--- src/rtl/pipeline_pkg.sv ---
// ============================================================================
// Module      : pipeline_pkg
// Description : Shared opcode constants, fetch-entry layout and small decode
//               helpers for the pipeline front end.
// Revision    : 1.0 - initial release
// ============================================================================
`default_nettype none

package pipeline_pkg;

  // Major opcode field, instr[6:2]
  localparam logic [4:0] OPC_LOAD   = 5'b00000;
  localparam logic [4:0] OPC_BRANCH = 5'b11000;
  localparam logic [4:0] OPC_OP     = 5'b01100;
  localparam logic [4:0] OPC_STORE  = 5'b01000;

  // Prefetch entry layout for the default 32-bit PC; the fetch stage packs
  // the same {pc, instr} order into an XLEN-wide vector.
  typedef struct packed {
    logic [31:0] pc;
    logic [31:0] instr;
  } fetch_entry_t;

  function automatic logic is_load(input logic [31:0] instr);
    return instr[6:2] == OPC_LOAD;
  endfunction

  // Formats whose rs2 field is a real source register
  function automatic logic uses_rs2(input logic [31:0] instr);
    return (instr[6:2] == OPC_BRANCH) || (instr[6:2] == OPC_OP) ||
           (instr[6:2] == OPC_STORE);
  endfunction

endpackage

`default_nettype wire

--- src/rtl/if_fetch_fifo.sv ---
// ============================================================================
// Module      : if_fetch_fifo
// Description : Show-ahead synchronous FIFO with occupancy count and a flush
//               that empties it in one cycle (flush beats push and pop).
// Revision    : 1.0 - initial release
// ============================================================================
`default_nettype none

module if_fetch_fifo #(
  parameter int unsigned DW    = 64,
  parameter int unsigned DEPTH = 4
) (
  input  logic                     clk_i,
  input  logic                     reset_i,
  input  logic                     flush_i,
  input  logic                     push_i,
  input  logic [DW-1:0]            push_data_i,
  input  logic                     pop_i,
  output logic [DW-1:0]            head_o,
  output logic                     empty_o,
  output logic [$clog2(DEPTH):0]   count_o
);

  localparam int unsigned AW = $clog2(DEPTH);

  logic [DW-1:0] mem_q [DEPTH];
  logic [AW-1:0] wr_ptr_q;
  logic [AW-1:0] rd_ptr_q;
  logic [AW:0]   count_q;
  logic          do_push;
  logic          do_pop;

  assign do_push = push_i & (count_q != (AW+1)'(DEPTH));
  assign do_pop  = pop_i & (count_q != '0);

  assign head_o  = mem_q[rd_ptr_q];
  assign empty_o = (count_q == '0);
  assign count_o = count_q;

  // Entry storage; contents need no reset since count gates visibility
  always_ff @(posedge clk_i) begin
    if (do_push && !flush_i) begin
      mem_q[wr_ptr_q] <= push_data_i;
    end
  end

  // Pointer and occupancy bookkeeping
  always_ff @(posedge clk_i or posedge reset_i) begin
    if (reset_i) begin
      wr_ptr_q <= '0;
      rd_ptr_q <= '0;
      count_q  <= '0;
    end else if (flush_i) begin
      wr_ptr_q <= '0;
      rd_ptr_q <= '0;
      count_q  <= '0;
    end else begin
      wr_ptr_q <= wr_ptr_q + AW'(do_push);
      rd_ptr_q <= rd_ptr_q + AW'(do_pop);
      count_q  <= count_q + (AW+1)'(do_push) - (AW+1)'(do_pop);
    end
  end

endmodule

`default_nettype wire

--- src/rtl/pipeline_if_prefetch.sv ---
// ============================================================================
// Module      : pipeline_if_prefetch
// Description : Instruction-fetch stage with decoupled imem req/rsp port,
//               credit-limited in-order prefetch FIFO, branch redirect with
//               flush/discard, and optional load-use bubble toward ID.
//               Optional feature macro: IF_LOAD_USE_DETECT_EN
// Revision    : 1.0 - initial release
// ============================================================================
`default_nettype none

module pipeline_if_prefetch
  import pipeline_pkg::*;
#(
  parameter int unsigned     XLEN       = 32,
  parameter logic [XLEN-1:0] RESET_PC   = '0,
  parameter int unsigned     FIFO_DEPTH = 4
) (
  input  logic            clk_i,
  input  logic            reset_i,
  input  logic            branch_i,
  input  logic [XLEN-1:0] branch_pc_i,
  output logic            imem_req_o,
  output logic [XLEN-1:0] imem_addr_o,
  input  logic            imem_gnt_i,
  input  logic            imem_rvalid_i,
  input  logic [31:0]     imem_rdata_i,
  output logic            id_valid_o,
  input  logic            id_ready_i,
  output logic [31:0]     id_instr_o,
  output logic [XLEN-1:0] id_pc_o,
  output logic            stall_load_o
);

  localparam int unsigned     CW      = $clog2(FIFO_DEPTH) + 1;
  localparam int unsigned     DW      = XLEN + 32;
  localparam logic [XLEN-1:0] PC_STEP = XLEN'(4);

  logic            run_q;
  logic [XLEN-1:0] fetch_pc_q, fetch_pc_d;
  logic [XLEN-1:0] resp_pc_q, resp_pc_d;   // PC of the next kept response
  logic [CW-1:0]   outst_q, outst_d;
  logic [CW-1:0]   discard_q, discard_d;

  logic [CW-1:0]   fifo_count;
  logic            fifo_empty;
  logic [DW-1:0]   fifo_head;
  logic [CW:0]     used;
  logic            accept;
  logic            drop;
  logic            push;
  logic            pop;
  logic [XLEN-1:0] target_pc;

  // Outstanding requests plus stored entries may never exceed the FIFO, so
  // every response is guaranteed a slot.
  assign used        = {1'b0, outst_q} + {1'b0, fifo_count};
  assign imem_req_o  = run_q & ~branch_i & (used < (CW+1)'(FIFO_DEPTH));
  assign imem_addr_o = fetch_pc_q;
  assign accept      = imem_req_o & imem_gnt_i;
  assign drop        = imem_rvalid_i & (branch_i | (discard_q != '0));
  assign push        = imem_rvalid_i & ~drop;
  assign pop         = id_valid_o & id_ready_i;
  assign target_pc   = branch_pc_i & ~XLEN'(3);

  assign id_pc_o     = fifo_head[DW-1:32];
  assign id_instr_o  = fifo_head[31:0];

  // Next-state for PCs and in-flight/discard counters; a branch overrides all
  always_comb begin
    fetch_pc_d = fetch_pc_q;
    resp_pc_d  = resp_pc_q;
    outst_d    = outst_q + CW'(accept) - CW'(imem_rvalid_i);
    discard_d  = discard_q;
    if (branch_i) begin
      fetch_pc_d = target_pc;
      resp_pc_d  = target_pc;
      discard_d  = outst_q - CW'(imem_rvalid_i);
    end else begin
      if (accept) fetch_pc_d = fetch_pc_q + PC_STEP;
      if (push)   resp_pc_d  = resp_pc_q + PC_STEP;
      if (drop)   discard_d  = discard_q - CW'(1);
    end
  end

  // Fetch-side state registers
  always_ff @(posedge clk_i or posedge reset_i) begin
    if (reset_i) begin
      run_q      <= 1'b0;
      fetch_pc_q <= RESET_PC;
      resp_pc_q  <= RESET_PC;
      outst_q    <= '0;
      discard_q  <= '0;
    end else begin
      run_q      <= 1'b1;
      fetch_pc_q <= fetch_pc_d;
      resp_pc_q  <= resp_pc_d;
      outst_q    <= outst_d;
      discard_q  <= discard_d;
    end
  end

  if_fetch_fifo #(
    .DW    (DW),
    .DEPTH (FIFO_DEPTH)
  ) u_fifo (
    .clk_i       (clk_i),
    .reset_i     (reset_i),
    .flush_i     (branch_i),
    .push_i      (push),
    .push_data_i ({resp_pc_q, imem_rdata_i}),
    .pop_i       (pop),
    .head_o      (fifo_head),
    .empty_o     (fifo_empty),
    .count_o     (fifo_count)
  );

`ifdef IF_LOAD_USE_DETECT_EN
  logic       ld_pend_q;
  logic [4:0] ld_rd_q;
  logic       hazard;

  // Head consumer reads the pending load's destination via rs1 or rs2
  always_comb begin
    hazard = 1'b0;
    if (ld_pend_q && !fifo_empty) begin
      hazard = (id_instr_o[19:15] == ld_rd_q) ||
               (uses_rs2(id_instr_o) && (id_instr_o[24:20] == ld_rd_q));
    end
  end

  assign id_valid_o   = ~fifo_empty & ~hazard;
  assign stall_load_o = hazard;

  // Track the most recently issued load; a hazard costs exactly one bubble
  always_ff @(posedge clk_i or posedge reset_i) begin
    if (reset_i) begin
      ld_pend_q <= 1'b0;
      ld_rd_q   <= '0;
    end else if (branch_i || hazard) begin
      ld_pend_q <= 1'b0;
    end else if (pop) begin
      ld_pend_q <= is_load(id_instr_o) && (id_instr_o[11:7] != 5'd0);
      ld_rd_q   <= id_instr_o[11:7];
    end
  end
`else
  assign id_valid_o   = ~fifo_empty;
  assign stall_load_o = 1'b0;
`endif

endmodule

`default_nettype wire

--- config.mk ---
export PLATFORM = sky130hd
export DESIGN_NAME = pipeline_if_prefetch
export DESIGN_NICKNAME = d
export VERILOG_FILES = /design/src/rtl/pipeline_pkg.sv /design/src/rtl/if_fetch_fifo.sv /design/src/rtl/pipeline_if_prefetch.sv
export SDC_FILE = /design/constraint.sdc
export NUM_CORES = 1
export LEC_CHECK = 0
export ABC_AREA = 1
export CAP_MARGIN = 20
export CORE_UTILIZATION = 56
export DETAILED_ROUTE_END_ITERATION = 7
export GPL_TIMING_DRIVEN = 0
export PLACE_DENSITY_LB_ADDON = 0.25
export SYNTH_ARGS = -nofsm -noshare
export SYNTH_HDL_FRONTEND = slang
export SYNTH_SLANG_ARGS = --single-unit
--- constraint.sdc ---
create_clock -name clk_i -period 8.7 [get_ports clk_i]
set_input_delay 1.74 -clock clk_i [delete_from_list [all_inputs] [get_ports clk_i]]
set_output_delay 1.74 -clock clk_i [all_outputs]
set_load 0.02 [all_outputs]
==> summary.md <==
| Metric | Value |
|---|---|
| Status | finished clean |
| PD cells | 271 nW/µm² |
| Cell with the most instances after synthesis | edfxtp_1 |
| Min Hold Slack | 0.547 ns |
| Total track usage | 0.271 |
| Compound-gate portion of the synthesized area | 0.0991 |
| Slew Limit Headroom | 0.464 |
| Yosys cell types | 40 |
| Critical path launch point type | primary input |
| WS Path Type | in2out |
| PostCTS Resize Cnt | 0 |
| Max Fclk | 196 MHz |
| GP Congestion | 0.925 |
| Layout Cells excl Fill | 1916 |
| Dpl cell area | 16500 µm² |
| Main synth FF type | edfxtp_1 |
| Routed Wire Length | 35200 µm |
| Hold crit path type | reg2reg |
| Initial DRC Count | 1001 |
| Commonest cells post-synth | edfxtp_1 (248), nand2_1 (227), nor2_1 (195), o21ai_0 (144), nand3_1 (110) |
| Yosys warns | 0 |
| Detail Placement HPWL | 24800 µm |
| NumNets Final | 1655 |
| Fin crit share | 0.585 |
| First-pass GRT wire length | 54400 µm |
| Antenna diode count | 0 |
| Post-DRT Antenna Nets | 0 |
| Synth area leaders | edfxtp_1 (53%), dfrtp_1 (13%), nand2_1 (6.0%) |
| Finished Core Util | 0.713 |
| Core ar. | 24500 µm² |
| Total power draw | 4.75 mW |
| Remaining global-route overflow | 0 |
| Worst slack, placed | 3.63 ns |
| Clk_lat worst skew | 0.55 ns |
| Post-route cell area | 17500 µm² |
| Post-DR wirelength/cell | 18.4 µm |
| Final setup vio count | 0 |
| RSZ-0062 raised after global routing | false |
| Total clock sinks | 322 |
| Initial antenna violation count | 0 |
| Die Width | 161 µm |
| Vias | 10881 |
| Clk root buf | clkbuf_16 |
| Post-Route Skew | 0.0142 ns |
| XOR/XNOR Fraction of Synth Area | 0.0130 |
| Share of the synthesized area in the top cell type | 0.526 |
| Fin crit period | 5.09 ns |
| Setup Buffers After CTS | 0 |
| Placed cell count | 1860 |
| Flops & latches, synth | 322 |
| Clock buffer depth | 3 |
| Peak VDD IR | 174 µV |
| Via density | 5.68 |
| Die area | 25900 µm² |
| Sequential share of the synthesized area | 0.657 |
| Hold buffers post-CTS | 0 |
| Post-synth ARST share | 0.230 |
| Slew Limit Fails | 0 |
| Post-Syn Area | 14200 µm² |
| Die Span Y | 161 µm |
| Share of layout cells above drive strength 1 | 0.0741 |
| Leakage dissipation | 6.63 nW |
| Syn Inst Count | 1346 |
| Adder-Cell Fraction of Synth Area | 0.0152 |
| Initial Util | 0.577 |
| Vias in the first global route | 10419 |
| Largest family of logic cells by synthesized area | simple AND/OR/NAND/NOR gates |
| Rows | 57 |
| CP Data Arrival Time | 3.35 ns |
| PortBufs | 161 |
| Worst-Margin Slew | 0.799 ns |
| CTS clk-pin slew, worst paths | 0.06 ns |
| DR pass1 iterations | 5 |
| Synth area leader | edfxtp_1 |
| Post-synth EDFFs | 248 |
| Layout area overhead | 23.5% |
| CTS Buf Count | 31 |
| Worst Path Max Fanout | 3 |
| Setup WS post-layout | 3.61 ns |
| Critical Path Sink Type | output pin |
| Max-cap viol count | 0 |
| Critical Path RT | 6.96 ns |
| TritonCTS clock tree | done |
| Synth Area in Simple Gates | 0.171 |
| Top Ports | 169 |
| Largest net degree at the start of global routing | 51 |
| DRC viols | 0 |
| Final setup TNS | 0 ns |
| Multiplexer share of the synthesized area | 0 |
| Syn_area_per_cell | 10.5 µm² |
| Final hold viol count | 0 |
| Max H-tree Level | 1 |
[cells by family (layout without fill, tap and decap cells)]
family	Yosys count	after routing
AOI/OAI and AO/OA	258	258
adders and majority gates	16	16
and+or+nand+nor	574	574
DFF	322	322
buffers and inverters	153	395
xor gates and xnor gates	21	21
other	2	6
[cells in the final DEF, fill, tap and decap left out, drive strengths merged, types with 39 or more instances in the layout]
cell type	count
nand3	111
dfrtp	74
inv	89
edfxtp	248
nor2	209
nand2	229
clkdlybuf4s50	161
o21ai	144
a21oi	39
o22ai	62
clkbuf	85
buf	50
[cell type report]
cell class / instances / area [µm²]
well taps: 324 / 405
inverters: 89 / 337
clock buffers: 46 / 873
flip-flops and latches: 322 / 9300
fillers: 1807 / 7050
multi-input cells: 875 / 4270
repair buffers: 186 / 1910
plain buffers: 64 / 293
clock inverters: 10 / 105
[worst max-delay path, stage by stage]
cell and delay (ns):
clkdlybuf4s50_1 0.48, or2_4 0.29, nor3_2 0.20, clkdlybuf4s50_1 0.64
[layer usage]
metal  vias up  part of all wire  track usage
met5         -                 0            0
met4         0             0.032       0.0969
met3        77             0.068       0.0342
met2       484              0.50        0.473
met1      5197              0.40        0.350
li1       5123                 -            -
[state kept, by name (all words and copies together), names as in the netlist]
signal	count
u_fifo.wr_ptr_q	2
resp_pc_q	30
u_fifo.mem_q	248
discard_q	3
imem_addr_o	30
outst_q	3
u_fifo.rd_ptr_q	2
u_fifo.count_o	3
run_q	1
[power breakdown]
group	leakage, nW	internal (mW)	switching (mW)
Combinational	3.03	0.594	0.909
Sequential	3.13	1.80	0.151
Clock	0.474	0.751	0.539
[path summary, 6_finish.rpt]
| path | from | slack [ns] | cells past startpoint | endpoint |
|---|---|---|---|---|
| worst min-delay path | outst_q[0] | 0.55 | 1 | outst_q[0] |
| min in group asynchronous | reset_i | 1.51 | 2 | outst_q[0] |
| worst max register to register | discard_q[0] | 5.50 | 10 | u_fifo.mem_q[2][13] |
| max in group asynchronous | reset_i | 6.62 | 3 | imem_addr_o[3] |
| worst min register to register | outst_q[0] | 0.55 | 1 | outst_q[0] |
| worst max-delay path | branch_i | 3.61 | 4 | imem_req_o |
Note: power is estimated with default switching activity, not from simulation.
